==> config.mk <==
export PLATFORM = sky130hd
export DESIGN_NAME = cache_mem_ctrl_flat
export DESIGN_NICKNAME = d
export VERILOG_FILES = /design/src/rtl/cache_mem_ctrl_pkg.sv /design/src/rtl/cache_mem_ctrl_if.sv /design/src/rtl/cache_mem_store.sv /design/src/rtl/cache_mem_ctrl.sv /design/src/flat_wrapper.sv
export SDC_FILE = /design/constraint.sdc
export NUM_CORES = 1
export LEC_CHECK = 0
export CAP_MARGIN = 20
export CORE_MARGIN = 2
export CORE_UTILIZATION = 54
export CTS_CLUSTER_SIZE = 14
export DETAILED_ROUTE_END_ITERATION = 16
export PLACE_DENSITY = 0.79
export SYNTH_ARGS = -nofsm -noshare
export SYNTH_HDL_FRONTEND = slang
export SYNTH_HIERARCHICAL = 1
export SYNTH_SLANG_ARGS = --single-unit
==> constraint.sdc <==
create_clock -name clk -period 2.4 [get_ports clk]
set_clock_uncertainty 0.15 [all_clocks]
set_input_delay 0.36 -clock clk [delete_from_list [all_inputs] [get_ports clk]]
set_output_delay 0.36 -clock clk [all_outputs]
set_load 0.02 [all_outputs]
==> src/rtl/cache_mem_ctrl_pkg.sv <==
// Shared types and sizes for the cache backing-memory controller.
// MEM_INIT_EN adds an INIT state that fills mem[i]=i after reset.
package cache_mem_ctrl_pkg;
    localparam int ADDR_W      = 5;
    localparam int DATA_W      = 5;
    localparam int DEPTH       = 32;
    localparam int CNT_W       = 4;
    localparam int MEM_LAT_DEF = 2;

`ifdef MEM_INIT_EN
    typedef enum logic [2:0] {IDLE, INIT, WB, FILL, RESP} state_t;
`else
    typedef enum logic [2:0] {IDLE, WB, FILL, RESP} state_t;
`endif
endpackage

==> src/rtl/cache_mem_ctrl_if.sv <==
// Request/response bundle between cache (master) and controller (slave).
// MEM_INIT_EN does not change this interface.
interface cache_mem_ctrl_if;
    import cache_mem_ctrl_pkg::*;

    logic              req_valid;
    logic              req_ready;
    logic              req_wb;
    logic              req_fill;
    logic [ADDR_W-1:0] wb_addr;
    logic [DATA_W-1:0] wb_data;
    logic [ADDR_W-1:0] fill_addr;
    logic              resp_valid;
    logic [DATA_W-1:0] resp_data;
    logic              busy;

    modport master (
        output req_valid, req_wb, req_fill, wb_addr, wb_data, fill_addr,
        input  req_ready, resp_valid, resp_data, busy
    );

    modport slave (
        input  req_valid, req_wb, req_fill, wb_addr, wb_data, fill_addr,
        output req_ready, resp_valid, resp_data, busy
    );
endinterface

==> src/rtl/cache_mem_store.sv <==
// Single-port 32x5 backing store, synchronous write, registered read.
// The read register doubles as resp_data, so it holds between reads.
module cache_mem_store
    import cache_mem_ctrl_pkg::*;
(
    input  logic              clk,
    input  logic              reset_n,
    input  logic              we,
    input  logic              re,
    input  logic [ADDR_W-1:0] addr,
    input  logic [DATA_W-1:0] wdata,
    output logic [DATA_W-1:0] rdata
);
    logic [DATA_W-1:0] mem [DEPTH];

    // Array write; contents survive reset, but no write lands at a reset edge
    always_ff @(posedge clk) begin
        if (reset_n && we) begin
            mem[addr] <= wdata;
        end
    end

    // Registered read port, cleared by reset and held between reads
    always_ff @(posedge clk) begin
        if (!reset_n) begin
            rdata <= '0;
        end else if (re) begin
            rdata <= mem[addr];
        end
    end
endmodule

==> src/rtl/cache_mem_ctrl.sv <==
// Cache backing-memory controller: optional writeback, then optional fill.
// Define MEM_INIT_EN to add a 32-cycle INIT pass writing mem[i]=i.
module cache_mem_ctrl
    import cache_mem_ctrl_pkg::*;
#(
    parameter int MEM_LAT = MEM_LAT_DEF
) (
    input  logic             clk,
    input  logic             reset_n,
    cache_mem_ctrl_if.slave  bus
);
    localparam logic [CNT_W-1:0] RELOAD = CNT_W'(MEM_LAT - 1);

`ifdef MEM_INIT_EN
    localparam state_t RST_STATE = INIT;
    logic [ADDR_W-1:0] init_idx;
`else
    localparam state_t RST_STATE = IDLE;
`endif

    state_t            state;
    state_t            state_n;
    logic [CNT_W-1:0]  cnt;
    logic [CNT_W-1:0]  cnt_n;
    logic              accept;
    logic              fill_q;
    logic [ADDR_W-1:0] wb_addr_q;
    logic [DATA_W-1:0] wb_data_q;
    logic [ADDR_W-1:0] fill_addr_q;
    logic              we;
    logic              re;
    logic [ADDR_W-1:0] addr;
    logic [DATA_W-1:0] wdata;
    logic [DATA_W-1:0] rdata;

    // State and latency counter registers
    always_ff @(posedge clk) begin
        if (!reset_n) begin
            state <= RST_STATE;
            cnt   <= '0;
        end else begin
            state <= state_n;
            cnt   <= cnt_n;
        end
    end

    // Capture the whole request at the accept edge
    always_ff @(posedge clk) begin
        if (accept) begin
            fill_q      <= bus.req_fill;
            wb_addr_q   <= bus.wb_addr;
            wb_data_q   <= bus.wb_data;
            fill_addr_q <= bus.fill_addr;
        end
    end

`ifdef MEM_INIT_EN
    // Walk every address once while in INIT
    always_ff @(posedge clk) begin
        if (!reset_n) begin
            init_idx <= '0;
        end else if (state == INIT) begin
            init_idx <= init_idx + 1'b1;
        end
    end
`endif

    // Next state, counter reload and store port control
    always_comb begin
        state_n = state;
        cnt_n   = cnt;
        accept  = 1'b0;
        we      = 1'b0;
        re      = 1'b0;
        addr    = fill_addr_q;
        wdata   = wb_data_q;
        unique case (state)
            IDLE: begin
                if (bus.req_valid) begin
                    accept = 1'b1;
                    if (bus.req_wb) begin
                        state_n = WB;
                        cnt_n   = RELOAD;
                    end else if (bus.req_fill) begin
                        state_n = FILL;
                        cnt_n   = RELOAD;
                    end
                end
            end
`ifdef MEM_INIT_EN
            INIT: begin
                we    = 1'b1;
                addr  = init_idx;
                wdata = init_idx;
                if (init_idx == ADDR_W'(DEPTH - 1)) begin
                    state_n = IDLE;
                end
            end
`endif
            WB: begin
                addr = wb_addr_q;
                if (cnt == '0) begin
                    we      = 1'b1;
                    state_n = fill_q ? FILL : RESP;
                    cnt_n   = fill_q ? RELOAD : '0;
                end else begin
                    cnt_n = cnt - 1'b1;
                end
            end
            FILL: begin
                if (cnt == '0) begin
                    re      = 1'b1;
                    state_n = RESP;
                end else begin
                    cnt_n = cnt - 1'b1;
                end
            end
            RESP: begin
                state_n = IDLE;
            end
            default: begin
                state_n = IDLE;
            end
        endcase
    end

    cache_mem_store u_store (
        .clk     (clk),
        .reset_n (reset_n),
        .we      (we),
        .re      (re),
        .addr    (addr),
        .wdata   (wdata),
        .rdata   (rdata)
    );

    assign bus.req_ready  = (state == IDLE);
    assign bus.busy       = (state != IDLE);
    assign bus.resp_valid = (state == RESP);
    assign bus.resp_data  = rdata;
endmodule

==> src/flat_wrapper.sv <==
// flat-port wrapper written by rule: the top's interface ports become plain ports
module cache_mem_ctrl_flat import cache_mem_ctrl_pkg::*;
#(
    parameter int MEM_LAT = MEM_LAT_DEF
)
  (clk, reset_n, bus_req_valid, bus_req_wb, bus_req_fill, bus_wb_addr, bus_wb_data, bus_fill_addr, bus_req_ready, bus_resp_valid, bus_resp_data, bus_busy);
  cache_mem_ctrl_if bus_i ();
  input  logic clk;
  input  logic reset_n;
  input wire logic [$bits(bus_i.req_valid)-1:0] bus_req_valid;
  input wire logic [$bits(bus_i.req_wb)-1:0] bus_req_wb;
  input wire logic [$bits(bus_i.req_fill)-1:0] bus_req_fill;
  input wire logic [$bits(bus_i.wb_addr)-1:0] bus_wb_addr;
  input wire logic [$bits(bus_i.wb_data)-1:0] bus_wb_data;
  input wire logic [$bits(bus_i.fill_addr)-1:0] bus_fill_addr;
  output wire logic [$bits(bus_i.req_ready)-1:0] bus_req_ready;
  output wire logic [$bits(bus_i.resp_valid)-1:0] bus_resp_valid;
  output wire logic [$bits(bus_i.resp_data)-1:0] bus_resp_data;
  output wire logic [$bits(bus_i.busy)-1:0] bus_busy;
  assign bus_i.req_valid = bus_req_valid;
  assign bus_i.req_wb = bus_req_wb;
  assign bus_i.req_fill = bus_req_fill;
  assign bus_i.wb_addr = bus_wb_addr;
  assign bus_i.wb_data = bus_wb_data;
  assign bus_i.fill_addr = bus_fill_addr;
  assign bus_req_ready = bus_i.req_ready;
  assign bus_resp_valid = bus_i.resp_valid;
  assign bus_resp_data = bus_i.resp_data;
  assign bus_busy = bus_i.busy;
  cache_mem_ctrl #(.MEM_LAT(MEM_LAT)) u_core (.clk(clk), .reset_n(reset_n), .bus(bus_i));
endmodule
==> impl_metrics.csv, run 1 <==
group,metric,value,unit
outcome,status,"finished with violations",
outcome,violations,"setup timing",
critical_path,path_cells,"inv_2 -> ha_4 -> mux2_2 -> buf_12 -> or2_2 -> nor2_2",
floorplanning,start_util,54.8,%
timing,post-route-min-period,2.41,ns
timing,rsz0062_at_grt,"yes",
timing,relSlewSlack,61.0,%
clock_tree,clk_latency,0.43,ns
global_routing,grt_max_degree,33,
critical_path,slowest_delay,0.47,ns
synth,avgSynthCellArea,18.1,um2
synth,synth_area_leaders,"edfxtp_1 70%, mux4_2 9.3%, dfxtp_1 2.9%",
floorplanning,ios,28,
timing,hold_viol,0,
synth,netlist.area_leader.share,70.3,%
drt,wl_per_cell,24.1,um
drt,drc,0,
floorplanning,fp.dieH,122,um
synth,synth_top_cell_by_area,"edfxtp_1",
synth,synth_area,0.00752,mm2
clock_tree,htree_levels,4,
synth,synth_fp_nets,441,
cells_and_area,final_cell_mix,"176 x edfxtp_1, 32 x buf_4, 31 x mux4_2, 25 x clkdlybuf4s50_1, 21 x nor2_4",
power,p_leak,2.95,nW
power,power.density,1070,mW/mm2
critical_path,required,2.36,ns
global_routing,overflow,0,
timing,tightest_slew,0.585,ns
drt,drt_iter0_drc,559,
critical_path,r2r_setup_slack,-0.01,ns
cells_and_area,area_growth,21.7,%
clock_tree,clk_path_buf_depth,2,
cells_and_area,drive_gt1_share,33.1,%
drt,viasPerCell,6.20,
floorplanning,rows,43,
clock_tree,cts_tree,"yes",
cells_and_area,nets,508,
synth,ys.flop_type,"edfxtp_1",
clock_tree,cts.sinks,187,
cells_and_area,fillers,871,
synth,synth_cells,415,
synth,synth_cell_type_count,52,
critical_path,cp.arrival,2.37,ns
global_routing,grt_antenna_before_repair,0,
critical_path,cp_max_fo,13,
critical_path,cp_slowest_cell,"mux2_2",
cells_and_area,antenna_cells,0,
place,dp_hpwl,10.3,mm
clock_tree,path_clk_slew,0.07,ns
timing,max_freq,414,MHz
critical_path,start_kind,"flop",
run,max_cap_violations,0,
timing,setup_viol,5,
critical_path,crit_type,"reg2reg",
timing,finalMaxSlewViolations,0,
place,routabilityCongestion,0.863,
synth,synth_seq_area_share,73.2,%
drt,postRouteAntennaNets,0,
drt,routed_wl,16.3,mm
global_routing,first_global_vias,4194,
synth,synth_warnings,6,
floorplanning,dieArea,0.0149,mm2
clock_tree,root_buffer,"clkbuf_16",
clock_tree,numCtsBuffers,17,
timing,period_share,101,%
power,vdd_ir_drop_max,584,uV
synth,async_reset_ff_share,0,%
drt,dr.pass1.iters,5,
global_routing,grt_usage,23.0,%
place,placed_area,0.00841,mm2
drt,num_vias,4186,
power,p_total,9.81,mW
place,post-place-ws,-0.0793,ns
hold_path,hold_class,"in2reg",
floorplanning,core,0.0137,mm2
synth,synth_edf_count,176,
global_routing,grt_pass1_wl,24.2,mm
cells_and_area,final_common_cell,"edfxtp_1",
timing,worst_slack,-0.0138,ns
place,port_buffers,27,
critical_path,cp-end-kind,"flop",
synth,synth-seq-cells,187,
floorplanning,die_x,122,um
cells_and_area,fin_area,0.00915,mm2
flip-flops by register name, indices dropped and copies added, names as in the netlist:
signal	cells
u_core/cnt	4
u_core/fill_q	1
u_core/fill_addr_q	5
u_core/wb_data_q	5
u_core/wb_addr_q	5
u_core/state	2
u_core/u_store/mem	160
u_core/u_store/rdata	5
worst max-delay path: cells and delay by family, from the launching register on:
kind,cells,cell delay (ns)
and+or+nand+nor,2,0.68
buffers and inverters,2,0.27
adders and majority gates,1,0.18
muxes,1,0.47
DFF,1,0.34
cells in the mapped netlist (all sizes together), types with 3 or more instances:
| cell | count |
|---|---|
| mux2i | 20 |
| nand2b | 3 |
| clkbuf | 4 |
| mux4 | 31 |
| edfxtp | 176 |
| inv | 9 |
| nand4b | 3 |
| a41oi | 4 |
| nor3 | 3 |
| and2 | 3 |
| a21oi | 5 |
| nand3b | 3 |
| a22oi | 11 |
| nand2 | 12 |
| o221ai | 7 |
| nor2 | 40 |
| mux2 | 7 |
| buf | 14 |
| o21ai | 9 |
| ha | 6 |
| dfxtp | 11 |
| nor3b | 3 |
| nand3 | 3 |
kinds of logic (layout without fill, tap and decap cells):
logic type / after synthesis / count (layout) / share of synthesized area (%)
multiplexers: 58 / 58 / 13.0
buffers and inverters: 28 / 108 / 1.86
AO/OA/AOI/OAI: 51 / 51 / 5.07
adder cells (fa/ha/maj): 6 / 6 / 0.998
AND/OR/NAND/NOR: 85 / 85 / 5.89
flip-flops: 187 / 187 / 73.2
worst paths after layout:
| check | start | endpoint | cells past startpoint |
|---|---|---|---|
| setup / recovery | u_core/state[1] | u_core/u_store/mem[7][2] | 6 |
| hold / removal | bus_wb_addr[0] | u_core/wb_addr_q[0] | 1 |
| setup reg to reg | u_core/state[1] | u_core/u_store/mem[7][2] | 6 |
| hold reg to reg | u_core/cnt[1] | u_core/cnt[1] | 2 |
per-layer routing:
layer	track usage, %	wire, um
met1	30.7	6760
met2	35.9	8000
met3	5.90	1080
met4	10.3	442
met5	0	0
metrics by stage:
step                      std cells  setup TNS, ns  hold WS (ns)  utilization (%)
after CTS                       670         -0.540         0.321             65.9
after global placement          634        -0.0558         0.314             61.3
final                           675        -0.0634         0.326             66.7
after floorplan                 415          -1.99         0.300                -
after detailed placement        634          -1.89         0.341             61.3
after global routing            675          -1.63         0.322             66.7
area by class of cell:
type | count | area [um2] | share of cell area, %
clock buffers | 18 | 429 | 4.69
repair buffers | 66 | 653 | 7.14
well taps | 180 | 225 | 2.46
clock inverters | 14 | 145 | 1.59
inverters | 10 | 50.0 | 0.547
flip-flops and latches | 187 | 5510 | 60.2
multi-input cells | 200 | 2140 | 23.4
power by group:
part	total (mW)	switching (mW)	internal, mW
clock network	2.72	1.19	1.54
logic	3.12	1.71	1.41
registers	3.96	0.0980	3.86
what timing repair did:
action | in CTS | in global routing
resized for setup | 7 | 11
hold buffers | 0 | 0
pin swaps | 1 | 4
endpoints found under the setup margin | 116 | 130
buffers inserted | 4 | 4
cloned | 0 | 1
(Power assumes the default switching activity.)
==> run 2: changes to the inputs <==
--- a/config.mk
+++ b/config.mk
@@ -6,8 +6,8 @@
 export NUM_CORES = 1
 export LEC_CHECK = 0
 export CAP_MARGIN = 20
-export CORE_MARGIN = 2
 export CORE_UTILIZATION = 54
+export CTS_CLUSTER_DIAMETER = 30
 export CTS_CLUSTER_SIZE = 14
 export DETAILED_ROUTE_END_ITERATION = 16
 export PLACE_DENSITY = 0.79
==> run 2 against run 1 <==
  * The run still ends with setup timing left
  * Via count fell by 0.29%
  * Hold slack improved by 0.0048 ns
  * Sequential share of layout area fell by 0.12 points
  * Critical endpoint is now u_core/u_store/rdata[0]
  * Largest cell class unchanged
==> impl_metrics.csv, run 2 (synthesis gave the netlist of run 1 again) <==
group,metric,value,unit
place,place_inst,636,
clock_tree,cts.sinks,187,
run,max_cap_violations,0,
global_routing,grt_usage,24.7,%
outcome,status,"finished with violations",
drt,dr.pass1.iters,5,
cells_and_area,final_cell_mix,"176 x edfxtp_1, 32 x buf_4, 31 x mux4_2, 27 x clkdlybuf4s50_1, 24 x nor2_4",
timing,tightest_slew,0.416,ns
place,port_buffers,27,
critical_path,cp-end-kind,"flop",
clock_tree,post_cts_buffers,0,
drt,postRouteAntennaNets,0,
cells_and_area,antenna_cells,0,
floorplanning,die_x,120,um
timing,relSlewSlack,72.2,%
cells_and_area,area_growth,21.9,%
critical_path,required,2.61,ns
floorplanning,core,0.0134,mm2
cells_and_area,drive_gt1_share,33.7,%
global_routing,first_global_vias,4191,
cells_and_area,largest_reg_flops,160,
timing,period_share,100,%
clock_tree,path_clk_slew,0.07,ns
cells_and_area,final_common_cell,"edfxtp_1",
critical_path,r2r_setup_slack,-0.01,ns
cells_and_area,stdcell_count,669,
outcome,violations,"setup timing",
clock_tree,numCtsBuffers,17,
critical_path,crit_type,"reg2reg",
place,dp_hpwl,10.3,mm
floorplanning,dieArea,0.0144,mm2
drt,routed_wl,16.6,mm
timing,worst_slack,-0.0106,ns
global_routing,grt_max_degree,33,
drt,wl_per_cell,24.8,um
timing,holdWs,0.331,ns
cells_and_area,regMostFlops,"u_core/u_store/mem",
drt,num_vias,4174,
drt,drc,0,
global_routing,grt_pass1_wl,25.0,mm
clock_tree,root_buffer,"clkbuf_16",
timing,rsz0062_at_grt,"yes",
critical_path,cp.arrival,2.62,ns
timing,hold_viol,0,
critical_path,start_kind,"flop",
hold_path,hold_class,"in2reg",
timing,setup_viol,1,
timing,finalMaxSlewViolations,0,
power,p_leak,2.93,nW
clock_tree,holdBufCountCts,0,
global_routing,grt_antenna_before_repair,0,
timing,max_freq,415,MHz
floorplanning,start_util,56.1,%
place,routabilityCongestion,0.869,
cells_and_area,nets,506,
place,post-place-ws,-0.0377,ns
power,vdd_ir_drop_max,612,uV
clock_tree,clk_path_buf_depth,2,
floorplanning,ios,28,
timing,post-route-min-period,2.41,ns
floorplanning,fp.dieH,120,um
clock_tree,cts_tree,"yes",
cells_and_area,fillers,849,
timing,finalSetupTns,-0.0106,ns
critical_path,cp_max_fo,13,
power,power.density,1080,mW/mm2
drt,viasPerCell,6.24,
drt,drt_iter0_drc,485,
clock_tree,htree_levels,4,
clock_tree,clk_latency,0.43,ns
global_routing,overflow,0,
floorplanning,rows,42,
-- run 2: changes by cell type in the layout (fill, tap and decap cells not counted), sizes merged --
cell	previous run	this run
clkinv	8	4
buf	38	36
clkdlybuf4s50	25	27
clkinvlp	2	4
dlygate4sd2	2	0
bufinv	2	3
clkbuf	19	20
-- run 2: path summary, 6_finish.rpt --
kind                            cells past startpoint                 endpoint       startpoint
worst max-delay path                                8  u_core/u_store/rdata[0]  u_core/state[1]
worst min-delay path                                1      u_core/wb_addr_q[2]   bus_wb_addr[2]
worst max register to register                      8  u_core/u_store/rdata[0]  u_core/state[1]
worst min register to register                      2            u_core/cnt[1]    u_core/cnt[1]
-- run 2: what timing repair did --
action                                  CTS  global route
endpoints found under the setup margin   37           140
resized for setup                         6            17
pin swaps                                 3             3
endpoints found under the hold margin     0             0
cloned                                    0             1
-- run 2: through the flow --
step	total power, mW	utilization, %	instance area, um2
after floorplan	5.99	-	7760
after global placement	6.85	63.0	8440
after detailed placement	6.93	63.0	8440
after CTS	9.84	67.6	9060
after global routing	10.3	68.5	9170
final	9.95	68.5	9170
-- run 2: cell type report --
type	count	area, um2	share of cell area, %
Sequential cell	187	5510	60.0
Multi-Input combinational cell	200	2180	23.8
Timing Repair Buffer	64	616	6.71
Clock buffer	19	433	4.72
Tap cell	176	220	2.40
Clock inverter	13	166	1.81
Inverter	10	50.0	0.546
-- run 2: critical path: stages (launching register included) --
cell       delay (ns)
dfxtp_2          0.33
inv_2            0.08
ha_4             0.19
mux2_2           0.38
buf_4            0.20
nand4bb_2        0.33
o221ai_1         0.32
a21oi_1          0.12
a41oi_1          0.22
-- run 2: where the power goes --
part	switching (mW)	total [mW]	internal, mW	leakage, nW
clock	1.20	2.85	1.65	0.280
combinational	1.77	3.16	1.39	0.969
sequential	0.0824	3.94	3.86	1.68
total	3.05	9.95	6.90	2.93
-- run 2: routing by layer --
layer,vias to the layer above,track usage [%],routed length (um)
met5,-,0,0
met4,0,10.0,437
met3,32,5.04,1050
met2,202,39.7,8350
met1,2129,33.2,6760
li1,1811,-,-
